==> src/rtl/rom_fetch_seq.sv <==
// Fetch sequencer for a one-cycle-latency synchronous ROM. It reads len words from
// start_addr and streams them out through a small credit-checked FIFO.
module rom_fetch_seq #(
  parameter int unsigned AW    = 4,
  parameter int unsigned DW    = 16,
  parameter int unsigned DEPTH = 2
) (
  input  logic          clk,
  input  logic          rst,
  input  logic          start,
  input  logic [AW-1:0] start_addr,
  input  logic [AW:0]   len,
  input  logic          abort,
  output logic          rom_en,
  output logic [AW-1:0] rom_addr,
  input  logic [DW-1:0] rom_dout,
  output logic          out_valid,
  output logic [DW-1:0] out_data,
  input  logic          out_ready,
  output logic          busy,
  output logic          done
);

  localparam int unsigned CntW = $clog2(DEPTH + 1);
  localparam int unsigned PtrW = (DEPTH > 1) ? $clog2(DEPTH) : 1;

  typedef enum logic [1:0] {StIdle, StFetch, StDrain} state_e;

  state_e          state_q, state_d;
  logic [AW-1:0]   ptr_q, ptr_d;
  logic [AW:0]     remaining_q, remaining_d;
  logic [CntW-1:0] cnt_q, cnt_d, cnt_after_pop;
  logic            rom_pend_q, rom_pend_d;
  logic            done_zero_q, done_zero_d;
  logic [PtrW-1:0] wr_ptr_q, wr_ptr_d, rd_ptr_q, rd_ptr_d;
  logic [CntW-1:0] fill_q, fill_d;
  logic [DW-1:0]   mem_q [DEPTH];
  logic            issue, pop, push, last_pop;

  function automatic logic [PtrW-1:0] ptr_inc(input logic [PtrW-1:0] p);
    return (p == PtrW'(DEPTH - 1)) ? '0 : p + PtrW'(1);
  endfunction

  assign out_valid     = (fill_q != '0);
  assign out_data      = mem_q[rd_ptr_q];
  assign pop           = out_valid & out_ready;
  assign push          = rom_pend_q & ~abort;
  assign cnt_after_pop = cnt_q - CntW'(pop);
  // Credit check: a read only issues if its word is guaranteed a FIFO slot.
  assign issue = (state_q == StFetch) && (remaining_q != '0) &&
                 (cnt_after_pop < CntW'(DEPTH)) && !abort;
  // In DRAIN the only outstanding word is the one leaving now.
  assign last_pop = (state_q == StDrain) && pop && (cnt_q == CntW'(1)) && !abort;

  assign rom_en   = issue;
  assign rom_addr = ptr_q;
  assign busy     = (state_q != StIdle);
  assign done     = done_zero_q | last_pop;

  always_comb begin
    state_d     = state_q;
    ptr_d       = ptr_q;
    remaining_d = remaining_q;
    done_zero_d = 1'b0;
    rom_pend_d  = issue;
    cnt_d       = cnt_after_pop + CntW'(issue);

    unique case (state_q)
      StIdle: begin
        if (start) begin
          if (len != '0) begin
            state_d     = StFetch;
            ptr_d       = start_addr;
            remaining_d = len;
          end else begin
            done_zero_d = 1'b1;
          end
        end
      end
      StFetch: begin
        if (issue && remaining_q == (AW+1)'(1)) state_d = StDrain;
      end
      StDrain: begin
        if (cnt_d == '0) state_d = StIdle;
      end
      default: state_d = StIdle;
    endcase

    if (issue) begin
      ptr_d       = ptr_q + AW'(1);
      remaining_d = remaining_q - (AW+1)'(1);
    end

    if (abort) begin
      state_d     = StIdle;
      ptr_d       = ptr_q;
      remaining_d = '0;
      cnt_d       = '0;
      rom_pend_d  = 1'b0;
      done_zero_d = 1'b0;
    end
  end

  always_comb begin
    fill_d   = fill_q + CntW'(push) - CntW'(pop);
    wr_ptr_d = push ? ptr_inc(wr_ptr_q) : wr_ptr_q;
    rd_ptr_d = pop ? ptr_inc(rd_ptr_q) : rd_ptr_q;
    if (abort) begin
      fill_d   = '0;
      wr_ptr_d = '0;
      rd_ptr_d = '0;
    end
  end

  always_ff @(posedge clk or posedge rst) begin
    if (rst) begin
      state_q     <= StIdle;
      ptr_q       <= '0;
      remaining_q <= '0;
      cnt_q       <= '0;
      rom_pend_q  <= 1'b0;
      done_zero_q <= 1'b0;
      wr_ptr_q    <= '0;
      rd_ptr_q    <= '0;
      fill_q      <= '0;
    end else begin
      state_q     <= state_d;
      ptr_q       <= ptr_d;
      remaining_q <= remaining_d;
      cnt_q       <= cnt_d;
      rom_pend_q  <= rom_pend_d;
      done_zero_q <= done_zero_d;
      wr_ptr_q    <= wr_ptr_d;
      rd_ptr_q    <= rd_ptr_d;
      fill_q      <= fill_d;
    end
  end

  // Storage is reset so out_data reads zero out of reset.
  always_ff @(posedge clk or posedge rst) begin
    if (rst) begin
      for (int i = 0; i < int'(DEPTH); i++) mem_q[i] <= '0;
    end else if (push) begin
      mem_q[wr_ptr_q] <= rom_dout;
    end
  end

endmodule

==> config.mk <==
export PLATFORM = sky130hd
export DESIGN_NAME = rom_fetch_seq
export DESIGN_NICKNAME = d
export VERILOG_FILES = /design/src/rtl/rom_fetch_seq.sv
export SDC_FILE = /design/constraint.sdc
export NUM_CORES = 1
export LEC_CHECK = 0
export BUFFER_PORTS_ARGS = -buffer_cell sky130_fd_sc_hd__clkbuf_2
export CORE_UTILIZATION = 55
export DETAILED_ROUTE_END_ITERATION = 10
export GPL_TIMING_DRIVEN = 0
export PLACE_DENSITY = 0.81
export SETUP_SLACK_MARGIN = 0.1
export SLEW_MARGIN = 20
export SYNTH_ARGS = -nofsm -noshare
export SYNTH_HDL_FRONTEND = slang
export SYNTH_SLANG_ARGS = --single-unit
==> constraint.sdc <==
create_clock -name clk -period 8.1 [get_ports clk]
set_input_delay 1.215 -clock clk [delete_from_list [all_inputs] [get_ports clk]]
set_output_delay 1.215 -clock clk [all_outputs]
set_load 0.01 [all_outputs]
==> impl_summary.md <==
Critical path
The worst setup path is launched from a primary input. The most critical setup path has its startpoint at out_ready. The endpoint arrival time on the critical path is 2.77 ns. The required time of the critical path is 6.88 ns.

The start of the worst register-to-register path is fill_q[0]. The worst setup path is of the in -> out kind. The highest net fanout along the worst path is 8. STA classifies the critical path endpoint as a primary output.

Clock network
The maximum number of buffers from clock root to sink is 2. In this run the number of H-tree levels came out at 2. For this design, the sink count on the clock tree is slightly above 50. The clock latency reported for the late side of the worst-skew pair is roughly 0.30 ns. TritonCTS built the clock tree.

Clock-pin slew was measured on the worst setup and hold paths at around 0.090 ns. The post-CTS setup buffer count is 0. Counting the buffers created by CTS gives 5. The tree is rooted in a clkbuf_8. The count of instances resized after the clock tree is built is 0. Hold repair after CTS inserted 0 buffers.

Floorplan
From bottom edge to top edge, the die measures slightly above 70 µm. The floorplan row count is 24. The region available for standard cell placement spans ~0.0044 mm². During I/O placement, the number of pins put on the boundary was 54. The initial cell density of the core is 0.581. In this run the horizontal extent of the chip is 70.5 µm. The full die area is 0.00497 mm².

Layout
The count of nets after finishing is about 310. The area growth from synthesis to layout is 18.0%. The ratio of cells with drive above 1 in the final layout is 0.448.

The repair_antennas step left the layout with diodes totalling 0. After filler insertion, the fill cell instance count of the layout stands at 337. Excluding fillers, the count of instances in the completed layout stands at around 320.

Power
For this design the ratio of total power to cell area is around 320 mW/mm². In this run the static leakage power is 1.54 nW. Of the total power, the clock network draws 0.184. Of the total power, combinational logic draws 0.414. Of the total power, the share spent switching nets is 0.344. The switching power of the nets is 0.000338 W. VDD sags by at most approximately 0.19 mV. The design draws 0.000981 W. The proportion of power drawn by flip-flops and latches is 0.402. The internal power contribution is around 0.00064 W.

Logic synthesis
dfrtp_1 takes more of the synthesized area than any other cell. dfrtp_1 is the most common cell in the netlist. The count of flip-flops with a built-in enable after synthesis is 0. The sequential cell area fraction in the yosys report is 0.494. Summing every instance area after synthesis gives between 0.002 and 0.003 mm². The gate count after technology mapping is around 210. A synthesized cell averages approximately 12 µm². The leading register cell type out of synthesis is dfrtp_1. The synthesized design contains 51 register bits.

By count the netlist is led by 51 x dfrtp_1, 48 x mux2_2, 12 x inv_1, 8 x ha_1, 8 x nor2_1. The async set or reset register ratio after synthesis is 1.00. The share of the synthesized area in the top cell type is 0.494.

The number of nets handed over by synthesis was around 250. The Yosys warning count is 0. By area the synthesized netlist is led by dfrtp_1 49%, mux2_2 21%, ha_1 3.9%. The number of distinct library cells after synthesis is 46.

STA
The number of setup violations in the final report is 0. The highest achievable clock rate is about 250 MHz. The final setup skew is between 0.004 and 0.005 ns. For the pin with the worst max-slew slack, the measured transition is 0.665 ns. The setup total negative slack is 0 ns.

Measured against its own limit, the worst slew margin works out to 0.557. Setup repair after global routing left no endpoint under its margin. The number of failing hold endpoints at the final stage is 0.

The part of the cycle the worst path needs is 0.491. The total count of max-transition violations in the final report is 0. The minimum clock period after layout is 3.98 ns.

Route
Using the TritonRoute via totals, the vias-per-cell ratio works out to approximately 5.6. For this run, design rule violations remaining after detail routing come to 2. Dividing the detail-routed wire length by the instance count gives 15.9 µm. For this block, the via count after detailed routing is around 1.8k. The violation count after the first detailed-route iteration is slightly below 80. The length of the first detailed-routing pass in iterations is 7. The detail route stage leaves a number of antenna-violating nets equal to 0.

Wires add up to about 5100 µm.

Outcome
The run finished, with violations left. The final reports fail on design-rule violations.

Global routing
For this run the aggregate overflow at the end of global routing stands at 0. Entering global routing, the biggest net connects 28 pins. The initial antenna violation count is 0. The number of global-route vias before repair is about 1.8k. The wire length of the first global-routing pass is between 8000 and 9000 µm. For this run, the total global-route usage over all layers was measured as 0.224. The most crowded layer after global routing is met2. The met1 demand-to-capacity share in global routing is 0.297. The met2 track demand over resource is 0.382. The met3 usage is 0.0390.

Place
Routability-driven placement finished with a final weighted congestion of roughly 0.85. The post-detailed-placement half-perimeter wirelength is approximately 3800 µm. In this run the tool buffered the top-level ports with 53 buffer cells.

In this run, placement finished with an instance count of around 310.

Hold path
The worst hold path belongs to the class reg -> reg. In this run the most critical hold path is launched from mem_q[8].

Job
The tool flagged a number of max-cap violations equal to 0.
==> state kept, by name, summed over array words and instances (netlist names) <==
register,count
remaining_q,5
state_q,2
rom_addr,4
cnt_q,2
fill_q,2
rd_ptr_q,1
done_zero_q,1
mem_q,32
rom_pend_q,1
wr_ptr_q,1
==> per-layer routing <==
metal  vias up  wire, µm  part of all wire
li1        872         -                 -
met1       872      2380              0.46
met2        50      2520              0.49
met3         7       191             0.037
met4         0        49            0.0095
met5         -         0                 0
==> per-stage QoR <==
| stage | hold WS [ns] | area [µm²] | util | setup slack, ns |
|---|---|---|---|---|
| floorplan | 0.474 | 2580 | - | 4.56 |
| global placement | 0.481 | 2910 | 0.655 | 4.12 |
| detailed placement | 0.489 | 2930 | 0.660 | 4.11 |
| CTS | 0.513 | 3050 | 0.686 | 4.11 |
| global route | 0.521 | 3050 | 0.686 | 3.98 |
| finish | 0.507 | 3050 | 0.686 | 4.12 |
==> critical path, cell delays in order <==
cell and delay (ns):
clkbuf_2 0.07, and2_1 0.19, ha_1 0.24, xnor2_1 0.44, nand4_4 0.26, inv_6 0.19
clkbuf_2 0.15
==> cell families after synthesis <==
| family | Yosys count | share of synthesized area |
|---|---|---|
| buf+inv | 20 | 0.0344 |
| flops | 51 | 0.494 |
| fa+ha+maj | 8 | 0.0388 |
| compound gates | 24 | 0.0698 |
| simple gates | 42 | 0.0970 |
| xor+xnor | 8 | 0.0271 |
| mux | 55 | 0.238 |
==> layout make-up <==
class	count	area [µm²]	area share
Clock buffer	5	68.8	0.0226
Tap cell	52	65.1	0.0214
Timing Repair Buffer	54	285	0.0936
Buffer	7	35.0	0.0115
Multi-Input combinational cell	137	1220	0.399
Inverter	13	53.8	0.0177
Clock inverter	3	46.3	0.0152
Sequential cell	51	1280	0.419
==> layout by cell type, fill, tap and decap left out, types with 2 or more instances in the layout <==
| cell | count |
|---|---|
| xnor2_1 | 6 |
| clkbuf_8 | 5 |
| and3_1 | 2 |
| a32o_1 | 2 |
| nor4_1 | 3 |
| ha_1 | 8 |
| a21o_1 | 2 |
| nor2_1 | 8 |
| nor2b_1 | 3 |
| nand2b_1 | 3 |
| o21ai_0 | 3 |
| nor3_1 | 4 |
| mux2_2 | 48 |
| xor2_1 | 2 |
| clkbuf_1 | 5 |
| dfrtp_1 | 51 |
| clkbuf_2 | 53 |
| nand2_1 | 5 |
| or2_2 | 2 |
| inv_6 | 2 |
| a21oi_1 | 4 |
| inv_1 | 11 |
| nand3_1 | 4 |
| mux2i_1 | 6 |
==> power groups by stage <==
| stage | Combinational [W] | Sequential [W] | Clock [W] |
|---|---|---|---|
| 4_1_cts | 0.000410 | 0.000395 | 0.000183 |
| 2_1_floorplan | 0.000289 | 0.000388 | 0 |
| 6_report | 0.000406 | 0.000394 | 0.000180 |
| 3_3_place_gp | 0.000395 | 0.000392 | 0 |
| 5_1_grt | 0.000444 | 0.000406 | 0.000196 |
| 3_5_place_dp | 0.000407 | 0.000400 | 0 |
==> path summary, 6_finish.rpt <==
kind                       cells after the start     endpoint  slack (ns)
max                                            7       rom_en        4.12
min                                            1     mem_q[8]        0.51
max reg2reg                                   10   state_q[1]        5.17
min reg2reg                                    1     mem_q[8]        0.51
max in group asynchronous                      3  rom_addr[3]        6.66
min in group asynchronous                      2     mem_q[1]        0.91
No activity file was read; power rests on OpenSTA's default activity.
